$ cat src/rtl/proc_pkg.sv
// Shared processor definitions: opcode constants, instruction field
// positions, fetch FSM state encoding and the latched fetch payload type.
package proc_pkg;

  localparam int unsigned WORD_W = 16;

  // Instruction field layout: op [3:0], rX [6:4], rY [9:7]
  localparam int unsigned OP_LSB = 0;
  localparam int unsigned OP_W   = 4;
  localparam int unsigned RX_LSB = 4;
  localparam int unsigned RY_LSB = 7;
  localparam int unsigned REG_W  = 3;

  // Opcodes
  localparam logic [OP_W-1:0] OP_MVNZ = 4'b0010;
  localparam logic [OP_W-1:0] OP_MV   = 4'b0011;
  localparam logic [OP_W-1:0] OP_MVI  = 4'b0100;

  // Fetch FSM states
  typedef enum logic [1:0] {
    ST_ISSUE = 2'd0,
    ST_WAIT  = 2'd1,
    ST_HOLD  = 2'd2,
    ST_FAULT = 2'd3
  } fetch_state_e;

  // Instruction word plus its immediate, as captured from the TLB
  typedef struct packed {
    logic [WORD_W-1:0] instr;
    logic [WORD_W-1:0] imm;
    logic              imm_valid;
  } fetch_word_t;

  // True when the word's opcode field is MVI (carries an immediate)
  function automatic logic is_mvi(input logic [WORD_W-1:0] word);
    return word[OP_LSB +: OP_W] == OP_MVI;
  endfunction

endpackage

$ cat src/rtl/pc_counter.sv
// Program counter register with load (priority) and increment.
// Ports:
//   clk, rst_n  - clock, async active-low reset (pc <= RESET_PC)
//   load        - load pc from load_value
//   load_value  - redirect target
//   inc         - advance pc by one (wraps 16'hFFFF -> 16'h0000)
//   pc          - current program counter
module pc_counter
  import proc_pkg::*;
#(
  parameter logic [WORD_W-1:0] RESET_PC = 16'd1
) (
  input  logic              clk,
  input  logic              rst_n,
  input  logic              load,
  input  logic [WORD_W-1:0] load_value,
  input  logic              inc,
  output logic [WORD_W-1:0] pc
);

  // Load wins over increment so a redirect coincident with a handshake sticks
  always_ff @(posedge clk or negedge rst_n) begin
    if (!rst_n) begin
      pc <= RESET_PC;
    end else if (load) begin
      pc <= load_value;
    end else if (inc) begin
      pc <= pc + WORD_W'(1);
    end
  end

endmodule

$ cat src/rtl/instruction_fetch.sv
// Instruction fetch unit: issues pc to the TLB, retries on misses up to
// MAX_RETRY times before raising a sticky fault, and holds the fetched
// instruction/immediate until the consumer accepts it.
// Ports:
//   Clock, Resetn        - clock, async active-low reset
//   tlb_addr             - virtual address to TLB (always equals pc)
//   tlb_din, tlb_data    - instruction and immediate words from TLB
//   tlb_hit              - TLB hit for tlb_addr
//   pc_load, pc_load_value - redirect request and target
//   instr_valid, instr_ready - output handshake
//   instr, imm, imm_valid  - latched instruction, immediate, MVI flag
//   fault                - sticky fetch fault
//   pc                   - current fetch pc
module instruction_fetch
  import proc_pkg::*;
#(
  parameter int unsigned       MAX_RETRY = 3,
  parameter logic [WORD_W-1:0] RESET_PC  = 16'd1
) (
  input  logic              Clock,
  input  logic              Resetn,
  output logic [WORD_W-1:0] tlb_addr,
  input  logic [WORD_W-1:0] tlb_din,
  input  logic [WORD_W-1:0] tlb_data,
  input  logic              tlb_hit,
  input  logic              pc_load,
  input  logic [WORD_W-1:0] pc_load_value,
  output logic              instr_valid,
  input  logic              instr_ready,
  output logic [WORD_W-1:0] instr,
  output logic [WORD_W-1:0] imm,
  output logic              imm_valid,
  output logic              fault,
  output logic [WORD_W-1:0] pc
);

  localparam int unsigned RETRY_W = (MAX_RETRY > 2) ? $clog2(MAX_RETRY) : 1;
  localparam logic [RETRY_W-1:0] RETRY_LAST = RETRY_W'(MAX_RETRY - 1);

  fetch_state_e       state, state_next;
  logic [RETRY_W-1:0] retry_cnt, retry_next;
  logic               capture;
  logic               pc_inc;
  fetch_word_t        fetched;

  // State and retry counter registers
  always_ff @(posedge Clock or negedge Resetn) begin
    if (!Resetn) begin
      state     <= ST_ISSUE;
      retry_cnt <= '0;
    end else begin
      state     <= state_next;
      retry_cnt <= retry_next;
    end
  end

  // Next-state, retry and datapath control
  always_comb begin
    state_next = state;
    retry_next = retry_cnt;
    capture    = 1'b0;
    pc_inc     = 1'b0;
    case (state)
      ST_ISSUE: state_next = ST_WAIT;
      ST_WAIT: begin
        if (tlb_hit) begin
          capture    = 1'b1;
          retry_next = '0;
          state_next = ST_HOLD;
        end else if (retry_cnt == RETRY_LAST) begin
          retry_next = '0;
          state_next = ST_FAULT;
        end else begin
          retry_next = retry_cnt + RETRY_W'(1);
          state_next = ST_ISSUE;
        end
      end
      ST_HOLD: begin
        if (instr_ready) begin
          pc_inc     = 1'b1;
          state_next = ST_ISSUE;
        end
      end
      ST_FAULT: state_next = ST_FAULT;
      default:  state_next = ST_ISSUE;
    endcase
    // A redirect overrides everything, including a HOLD handshake
    if (pc_load) begin
      state_next = ST_ISSUE;
      retry_next = '0;
      capture    = 1'b0;
    end
  end

  // Fetched word latch; only written on a WAIT hit so it is stable in HOLD
  always_ff @(posedge Clock or negedge Resetn) begin
    if (!Resetn) begin
      fetched <= '0;
    end else if (capture) begin
      fetched <= '{instr: tlb_din, imm: tlb_data, imm_valid: is_mvi(tlb_din)};
    end
  end

  pc_counter #(
    .RESET_PC (RESET_PC)
  ) u_pc_counter (
    .clk        (Clock),
    .rst_n      (Resetn),
    .load       (pc_load),
    .load_value (pc_load_value),
    .inc        (pc_inc),
    .pc         (pc)
  );

  assign tlb_addr    = pc;
  assign instr_valid = (state == ST_HOLD);
  assign fault       = (state == ST_FAULT);
  assign instr       = fetched.instr;
  assign imm         = fetched.imm;
  assign imm_valid   = fetched.imm_valid;

endmodule

$ cat config.mk
export PLATFORM = sky130hd
export DESIGN_NAME = instruction_fetch
export DESIGN_NICKNAME = d
export VERILOG_FILES = /design/src/rtl/proc_pkg.sv /design/src/rtl/pc_counter.sv /design/src/rtl/instruction_fetch.sv
export SDC_FILE = /design/constraint.sdc
export NUM_CORES = 1
export LEC_CHECK = 0
export ABC_AREA = 1
export CORE_ASPECT_RATIO = 1.75
export CORE_MARGIN = 1
export CORE_UTILIZATION = 35
export CTS_CLUSTER_DIAMETER = 150
export DETAILED_ROUTE_END_ITERATION = 7
export PLACE_DENSITY = 0.77
export SETUP_SLACK_MARGIN = 0.3
export SYNTH_ARGS = -nofsm -noshare
export SYNTH_HDL_FRONTEND = slang
export SYNTH_SLANG_ARGS = --single-unit
export TNS_END_PERCENT = 50
$ cat constraint.sdc
create_clock -name Clock -period 1.7 [get_ports Clock]
set_input_delay 0.51 -clock Clock [delete_from_list [all_inputs] [get_ports Clock]]
set_output_delay 0.51 -clock Clock [all_outputs]
set_load 0.01 [all_outputs]
======== Word level (Yosys, flattened, before mapping) ========
Cells that the tools add are included.
Widths: inputs -> output; s select.
word-level totals
  flip-flop bits (word level) ............. 53
  input port bits ......................... 53
  output and inout port bits .............. 67
  word-level logic and storage cells ...... 33
cells by class
  add/sub/neg operators ................... 2
  eq/ne operators ......................... 6
  muxes and demuxes ....................... 16
  reductions and logical operators ........ 3
operators with widths
  operator               number
  $mux 16                2
  $add 16x1->16 const B  1
  $mux 2                 8
  $pmux 2 s4             1
  $eq 2x2->1 const B     3
  $mux 1                 5
  $eq 4x3->1 const B     1
  $reduce_bool 2->1      2
  $ne 3x2->1 const B     1
  $add 2x1->2 const B    1
  $eq 2x1->1 const B     1
  $logic_not 2->1        1

======== Logic depth before layout (Yosys ltp) ========
Gate-level depths: netlist (run 1).
  depth after elaboration ................. 5
  gate-level depth with buffers ........... 9
  gate-level depth less buffers ........... 8

======== Modules after synthesis ========
Synthesis (run 1) repeated with hierarchy kept, for this count alone.
second synthesis, totals
  cells, all modules ...................... 344
  area total of the unflattened synthesis .. 2,740.1 µm²
modules (own cells, without submodules)
  module             instances  cells an instance  area each (µm²)  sequential area each (µm²)
  instruction_fetch  1          203                1,704.1          925.9
  pc_counter         1          141                1,036.0          401.6

======== Worst setup path before layout (run 1) ========
Ideal clock, no wire load.
  path type ............................... register -> register
  start point ............................. register u_pc_counter.pc[0]
  end point ............................... register u_pc_counter.pc[14]
  library setup time ...................... 116 ps
  arrival ................................. 1,356 ps
  required time ........................... 1,584 ps
  setup slack ............................. 228 ps
  stages on the path, launching flop included .. 9
  buffers on the path ..................... 0
  period minus slack after synthesis ...... 1,472 ps
  cell sequence ........................... dfstp_2 > ha_1 > nand3_1 > nor2_1 > nand3_1 > nand2_1 > nand3_1 > nand2_1 > nand2_1
between the ends
  longest elaborated chain between the ends .. 3
RTL lines
  what                    RTL line          text
  start, declared         pc_counter.sv:18  output logic [WORD_W-1:0] pc
  start signal, assigned  pc_counter.sv:26  pc <= load_value;
  start signal, assigned  pc_counter.sv:28  pc <= pc + WORD_W'(1);
  $add 16x1->16           pc_counter.sv:28
  $mux 16                 pc_counter.sv:27  end else if (inc) begin
  $mux 16                 pc_counter.sv:25  end else if (load) begin
No other way between the ends. The select of a mux whose other input is x is not followed.
A chain may end at the register's enable or synchronous reset.

======== Final worst setup path (run 1) ========
  start point ............................. register u_pc_counter.pc[0]
  end point ............................... output port tlb_addr[0]
RTL lines
  what           RTL line                 text
  end, declared  instruction_fetch.sv:22  output logic [WORD_W-1:0] tlb_addr,
No word-level cell between the ends.

==> results of run 1 <==
worst paths after layout:
check                              startpoint                   to  cells after the start
min in group Clock                     imm[4]               imm[4]                      2
min                                    Resetn              imm[11]                      1
max                        u_pc_counter.pc[0]          tlb_addr[0]                      2
max in group asynchronous              Resetn   u_pc_counter.pc[5]                      2
min reg2reg                            imm[4]               imm[4]                      2
max reg2reg                u_pc_counter.pc[0]  u_pc_counter.pc[14]                      9
cells in the final DEF, fill, tap and decap left out, types with 3 or more instances in the layout:
| master | netlist | routed |
|---|---|---|
| buf_12 | 0 | 3 |
| nand3_1 | 15 | 8 |
| nand2_2 | 2 | 9 |
| inv_1 | 23 | 22 |
| dlygate4sd2_1 | 0 | 4 |
| nor2_1 | 33 | 25 |
| a31oi_1 | 3 | 3 |
| dfrtp_1 | 52 | 46 |
| inv_2 | 5 | 4 |
| o21ai_1 | 12 | 11 |
| nor2_2 | 1 | 5 |
| nand2_1 | 148 | 139 |
| buf_2 | 2 | 53 |
| a21oi_1 | 6 | 5 |
| clkbuf_2 | 0 | 7 |
| o21ai_2 | 1 | 3 |
| dfrtp_2 | 0 | 6 |
| nand3_2 | 1 | 6 |
| clkdlybuf4s50_1 | 0 | 48 |
| nand4_1 | 6 | 6 |
| buf_4 | 19 | 47 |
| clkbuf_16 | 0 | 6 |
| buf_6 | 4 | 14 |
| nor2_4 | 2 | 6 |
report_power, final:
part | switching, mW | total, mW | leakage, nW | internal (mW)
Combinational | 1.06 | 2.05 | 1.57 | 0.991
Clock | 0.492 | 1.20 | 0.0848 | 0.707
Sequential | 0.243 | 1.90 | 0.645 | 1.65
Total | 1.79 | 5.15 | 2.30 | 3.35
per-stage QoR:
step,area [sq um],setup TNS (ns),hold slack [ns],util [%],instances
floorplan,2750,0,0.214,-,358
global placement,4100,-1.34,0.461,54.2,566
detailed placement,4100,-3.23,0.465,54.2,566
CTS,4200,0,0.145,55.5,595
global route,4410,0,0.172,58.2,604
finish,4410,0,0.143,58.2,604
state kept, by name (all words and copies together), names as in the netlist:
register	count
imm	16
imm_valid	1
instr	16
retry_cnt	2
state	2
u_pc_counter.pc	16
logic make-up after synthesis:
logic type	Yosys count
AND/OR/NAND/NOR	212
adder cells (fa/ha/maj)	1
flip-flops	53
buffers and inverters	57
XOR/XNOR	2
AO/OA/AOI/OAI	33
cell usage after synthesis (2+ instances only):
master,count,area (sq um)
nor2_4,2,22.5
nor3_1,3,15.0
o211ai_1,2,15.0
buf_2,2,10.0
o21ai_0,3,15.0
nand2_2,2,12.5
dfrtp_1,52,1300
a211oi_1,2,15.0
xor2_1,2,17.5
o21ai_1,12,60.1
buf_4,19,143
nand4_1,6,37.5
clkbuf_1,4,15.0
nand3_1,15,75.1
inv_2,5,18.8
nor2_1,33,124
nand2_1,148,556
a31oi_1,3,18.8
buf_6,4,45.0
inv_1,23,86.3
a21oi_1,6,30.0
o22ai_1,3,18.8
layout make-up:
| cell class | count | area [sq um] | share of cell area, % |
|---|---|---|---|
| clock buffer | 5 | 125 | 2.84 |
| clock inverter | 3 | 47.5 | 1.08 |
| inverter | 28 | 110 | 2.50 |
| multi-input combinational | 248 | 1240 | 28.2 |
| sequential | 53 | 1340 | 30.3 |
| tap | 88 | 110 | 2.50 |
| timing repair buffer | 179 | 1440 | 32.6 |
metal layers:
| metal | vias to the layer above | wire (um) | GRT usage, % |
|---|---|---|---|
| li1 | 1418 | - | - |
| met5 | - | 0 | 0 |
| met4 | 0 | 258 | 9.82 |
| met1 | 1370 | 3060 | 23.0 |
| met3 | 20 | 533 | 5.60 |
| met2 | 117 | 4700 | 37.6 |
critical path, stage by stage (launching register included):
cell     delay [ns]
dfstp_2        0.55
buf_4          0.11
buf_2          0.12
what timing repair did:
action / in CTS / in global routing
hold buffers: 0 / 0
setup endpoints to repair: 115 / 67
pin swaps: 4 / 16
buffers inserted: 21 / 8
cloned: 0 / 1
gates resized for setup: 258 / 55
==> results_dict.tcl, run 1 <==
set metrics [dict create \
    htree_levels 2 \
    ys.flop_type "dfrtp_1" \
    clkTransAtPathRegs_ns 0.07 \
    clock_latency_ns 0.29 \
    fp.dieH_um 119 \
    end_kind "output port" \
    diodes 0 \
    die_x_um 68.7 \
    drv_slew 0 \
    yosys.area_share.adder_pct 0.459 \
    power.leakage_nw 2.30 \
    finClkSkew_ns 0.00429 \
    grt_pass1_wl_um 13300 \
    grt_max_degree 38 \
    synth.avg_cell_area_sq_um 7.62 \
    yosys.area_share.simple_pct 31.7 \
    synth_seq_cells 53 \
    place_hpwl_um 6010 \
    crit_arrival_ns 1.06 \
    cts_tree "yes" \
    fin_ws_ns 0.126 \
    drt-total-wl_um 8560 \
    max_freq_mhz 635 \
    worst_setup_path_start_kind "register" \
    antenna_found_initial 0 \
    vias 2925 \
    drtAntennaViolNets 0 \
    crit_path_max_fanout 2 \
    drc 0 \
    die-area_sq_um 8170 \
    gr-total-overflow 0 \
    cts_root_buf "clkbuf_16" \
    synthMuxAreaShare_pct 0 \
    clock_path_buffers 2 \
    synth_compound_area_share_pct 6.92 \
    n_fill_cell 712 \
    numCtsBuffers 5 \
    post-place-ws_ns -0.141 \
    worst_pin_slew_ns 0.426 \
    cp_data_required_time_ns 1.19 \
    viasPerCell 4.84 \
    synth_xor_area_share_pct 0.642 \
    synth_top_family_by_area "simple AND/OR/NAND/NOR gates" \
    netlist_instances 358 \
    rows 42 \
    max_slew_margin_pct 71.6 \
    routedWlPerCell_um 14.2 \
    syn_nets 412 \
    seq_area_frac_synth_pct 48.6 \
    grt.total_usage_pct 21.5 \
    design.core.area_sq_um 7570 \
    synthToLayoutAreaGrowth_pct 61.4 \
    final_nets 569 \
    reg2reg_slack_ns 0.18 \
    period_minus_slack_ns 1.57 \
    status "finished clean" \
    rsz0062_at_grt "yes" \
    p_per_area_nw_per_um2 1170 \
    synth_edf_count 0 \
    maxCapViolCount 0 \
    synth.distinct_cells 29 \
    synth_warnings 0 \
    clkSinkCount 53 \
    first_pass_iters 4 \
    hold_path.class "primary input to asynchronous set/reset pin" \
    hold_viol_final 0 \
    ir_drop_mv 0.844 \
    drive_gt1_share_pct 35.7 \
    async_flop_share_pct 100 \
    globalplace.congestion 0.921 \
    ios 120 \
    fin_crit_sh_pct 92.6 \
    critical_path_class "register to output port" \
    syn_area_sq_um 2730 \
    power_mw 5.15 \
    port_buffers 119 \
    setup_violations 0 \
    drt-initial-drc-count 136 \
    start_util_pct 36.1 \
    grt_pass1_vias 2977 \
]
No activity file was read; power rests on OpenSTA's default activity.
==> inputs of run 2 (changes only) <==
--- a/config.mk
+++ b/config.mk
@@ -6,8 +6,9 @@
 export NUM_CORES = 1
 export LEC_CHECK = 0
 export ABC_AREA = 1
+export ABC_CLOCK_PERIOD_IN_PS = 1700
 export CORE_ASPECT_RATIO = 1.75
-export CORE_MARGIN = 1
+export CORE_MARGIN = 2
 export CORE_UTILIZATION = 35
 export CTS_CLUSTER_DIAMETER = 150
 export DETAILED_ROUTE_END_ITERATION = 7
@@ -15,5 +16,6 @@
 export SETUP_SLACK_MARGIN = 0.3
 export SYNTH_ARGS = -nofsm -noshare
 export SYNTH_HDL_FRONTEND = slang
+export SYNTH_HIERARCHICAL = 1
 export SYNTH_SLANG_ARGS = --single-unit
 export TNS_END_PERCENT = 50
==> run 2 against run 1 <==
Sequential power decreased by 9%. Design area decreased by 1.3%. Clock skew increased by 0.0036 ns. Sequential share of layout area increased by 0.41 points. Final cell count decreased by 3.1%. Critical path depth decreased by 1. Critical endpoint is now pc[0]. Hold slack got worse by 0.098 ns. Area after synthesis increased by 0.41%. Wire length decreased by 2.6%.
==> results_dict.tcl, run 2 <==
set metrics [dict create \
    critPathTopFamily "flip-flops" \
    die-area_sq_um 8580 \
    r2r-start "u_pc_counter/pc[0]" \
    synth_warnings 6 \
    design.core.area_sq_um 7570 \
    cts_tree "yes" \
    crit_arrival_ns 0.99 \
    synth.avg_cell_area_sq_um 7.97 \
    fp.dieH_um 121 \
    synthTopCellsByCount "145 x nand2_1, 52 x dfrtp_1, 24 x inv_1, 24 x nor2_1, 16 x buf_4" \
    worst_setup_path_start_kind "register" \
    final_core_utilization_pct 57.4 \
    synth.area.top_cells "dfrtp_1 47%, nand2_1 20%, buf_4 4.4%, a22oi_1 3.3%, inv_1 3.3%" \
    synth_seq_cells 53 \
    vias 2800 \
    synth_area_leader_cell "dfrtp_1" \
    wl_met3_um 422 \
    clkTransAtPathRegs_ns 0.07 \
    setup_violations 0 \
    ys.flop_type "dfrtp_1" \
    gr-total-overflow 0 \
    p_per_area_nw_per_um2 957 \
    post-synth-top-area-fraction_pct 47.5 \
    async_flop_share_pct 100 \
    r2r-end "u_pc_counter/pc[12]" \
    fin_ws_ns 0.205 \
    finClkSkew_ns 0.00793 \
    critical_path_class "register to output port" \
    end_kind "output port" \
    hold_viol_final 0 \
    routedWlPerCell_um 14.2 \
    rsz0062_at_grt "yes" \
    status "finished clean" \
    numCtsBuffers 5 \
    cp_data_required_time_ns 1.19 \
    clock_latency_ns 0.30 \
    grt_pass1_vias 2844 \
    clock_path_buffers 2 \
    hold-worst-slack_ns 0.0449 \
    drv_slew 0 \
    mostFrequentLayoutCells "140 x nand2_1, 48 x clkdlybuf4s50_1, 46 x dfrtp_1" \
    fin_crit_sh_pct 88.0 \
    post-place-ws_ns -0.433 \
    drc 0 \
    port_buffers 119 \
    ir_drop_mv 0.638 \
    drtAntennaViolNets 0 \
    syn_nets 398 \
    maxCapViolCount 0 \
    syn_area_sq_um 2740 \
    wl_met1_um 2890 \
    cts_root_buf "clkbuf_16" \
    globalplace.congestion 0.887 \
    grt_pass1_wl_um 13300 \
    htree_levels 2 \
    grt.total_usage_pct 19.9 \
    r2r_cells 9 \
    period_minus_slack_ns 1.50 \
    grt_max_degree 25 \
    critPathSlowestCell "dfstp_2" \
    diodes 0 \
    viasPerCell 4.79 \
    max_freq_mhz 669 \
    crit_path_max_fanout 3 \
    place_hpwl_um 6060 \
    worst_pin_slew_ns 0.360 \
    synthToLayoutAreaGrowth_pct 58.6 \
    crit_buf_inv 1 \
    drive_gt1_share_pct 31.0 \
    final_nets 550 \
    crit_path_max_incr_delay_ns 0.57 \
    drt-initial-drc-count 151 \
    drt-total-wl_um 8330 \
    hold_path.class "primary input to asynchronous set/reset pin" \
    cp_cell_sequence "buf_6" \
    synth.distinct_cells 25 \
    wl_met2_um 4800 \
    power.leakage_nw 2.25 \
    top_layer "met4" \
    antenna_found_initial 0 \
    final_common_cell "nand2_1" \
    die_x_um 70.9 \
    first_pass_iters 4 \
    max_slew_margin_pct 75.9 \
    start_util_pct 36.2 \
    ios 120 \
    seq_area_frac_synth_pct 48.4 \
    rows 42 \
    synth_edf_count 0 \
    clkSinkCount 53 \
    reg2reg_slack_ns 0.24 \
    yosysMostFrequentCell "nand2_1" \
    netlist_instances 344 \
]
[run 2: cell count changes in the layout (fill, tap and decap cells not counted), sizes merged, moves of 4 or more]
| cell | previous run | this run |
|---|---|---|
| clkbuf | 13 | 21 |
| o21ai | 16 | 7 |
| nand4 | 6 | 2 |
| nor2 | 36 | 30 |
| buf | 117 | 82 |
| a22oi | 0 | 12 |
| nand2 | 150 | 159 |
| dlygate4sd2 | 4 | 23 |
[run 2: area by class of cell]
class                      count  area, sq um
clock buffer                   5          125
clock inverter                 3         21.3
fill                         696         3220
inverter                      26          105
multi-input combinational    241         1220
sequential                    53         1340
tap                           88          110
timing repair buffer         169         1430
[run 2: what timing repair did]
action                                  CTS  global route
setup buffers                            23             2
resized for setup                       208            42
cloned                                    1             0
endpoints found under the setup margin  116            61
pin swaps                                19             6
hold buffers                              0             0
[run 2: how the worst max path moves through the flow]
stage | depth (start not counted) | start | end | slack, ns
floorplan | 6 | u_pc_counter/pc[0] | u_pc_counter/pc[14] | 0.33
global placement | 6 | instr_ready | u_pc_counter/pc[15] | -0.35
detailed placement | 6 | instr_ready | u_pc_counter/pc[6] | -0.43
CTS | 3 | state[1] | instr_valid | 0.18
global route | 9 | u_pc_counter/pc[0] | u_pc_counter/pc[12] | 0.14
finish | 1 | u_pc_counter/pc[0] | pc[0] | 0.20
[run 2: routing by layer]
layer  up-vias  track usage (%)
met4         0             7.67
met2        89             38.5
met1      1332             20.2
met3        18             3.90
li1       1361                -
met5         -                0
[run 2: kinds of logic (layout without fill, tap and decap cells)]
| family | Yosys count | after routing | synth area share, % |
|---|---|---|---|
| simple gates | 206 | 207 | 31.2 |
| flops | 53 | 53 | 48.4 |
| buf+inv | 51 | 203 | 11.6 |
| compound gates | 27 | 27 | 6.39 |
| xor+xnor | 6 | 6 | 1.92 |
| fa+ha+maj | 1 | 1 | 0.457 |
[run 2: through the flow]
stage                     std cells  cell area [sq um]  total power, mW  setup TNS (ns)
after detailed placement        551               4040             3.26          -17.51
after global placement          551               4040             3.21          -14.93
final                           585               4350             4.16               0
after global routing            585               4350             4.39               0
after CTS                       583               4360             4.20               0
after floorplan                 344               2750             2.34               0
[run 2: where the power goes]
part / leakage (nW) / switching (mW) / internal, mW
registers: 0.652 / 0.169 / 1.55
clock network: 0.0702 / 0.486 / 0.549
logic: 1.52 / 0.716 / 0.691
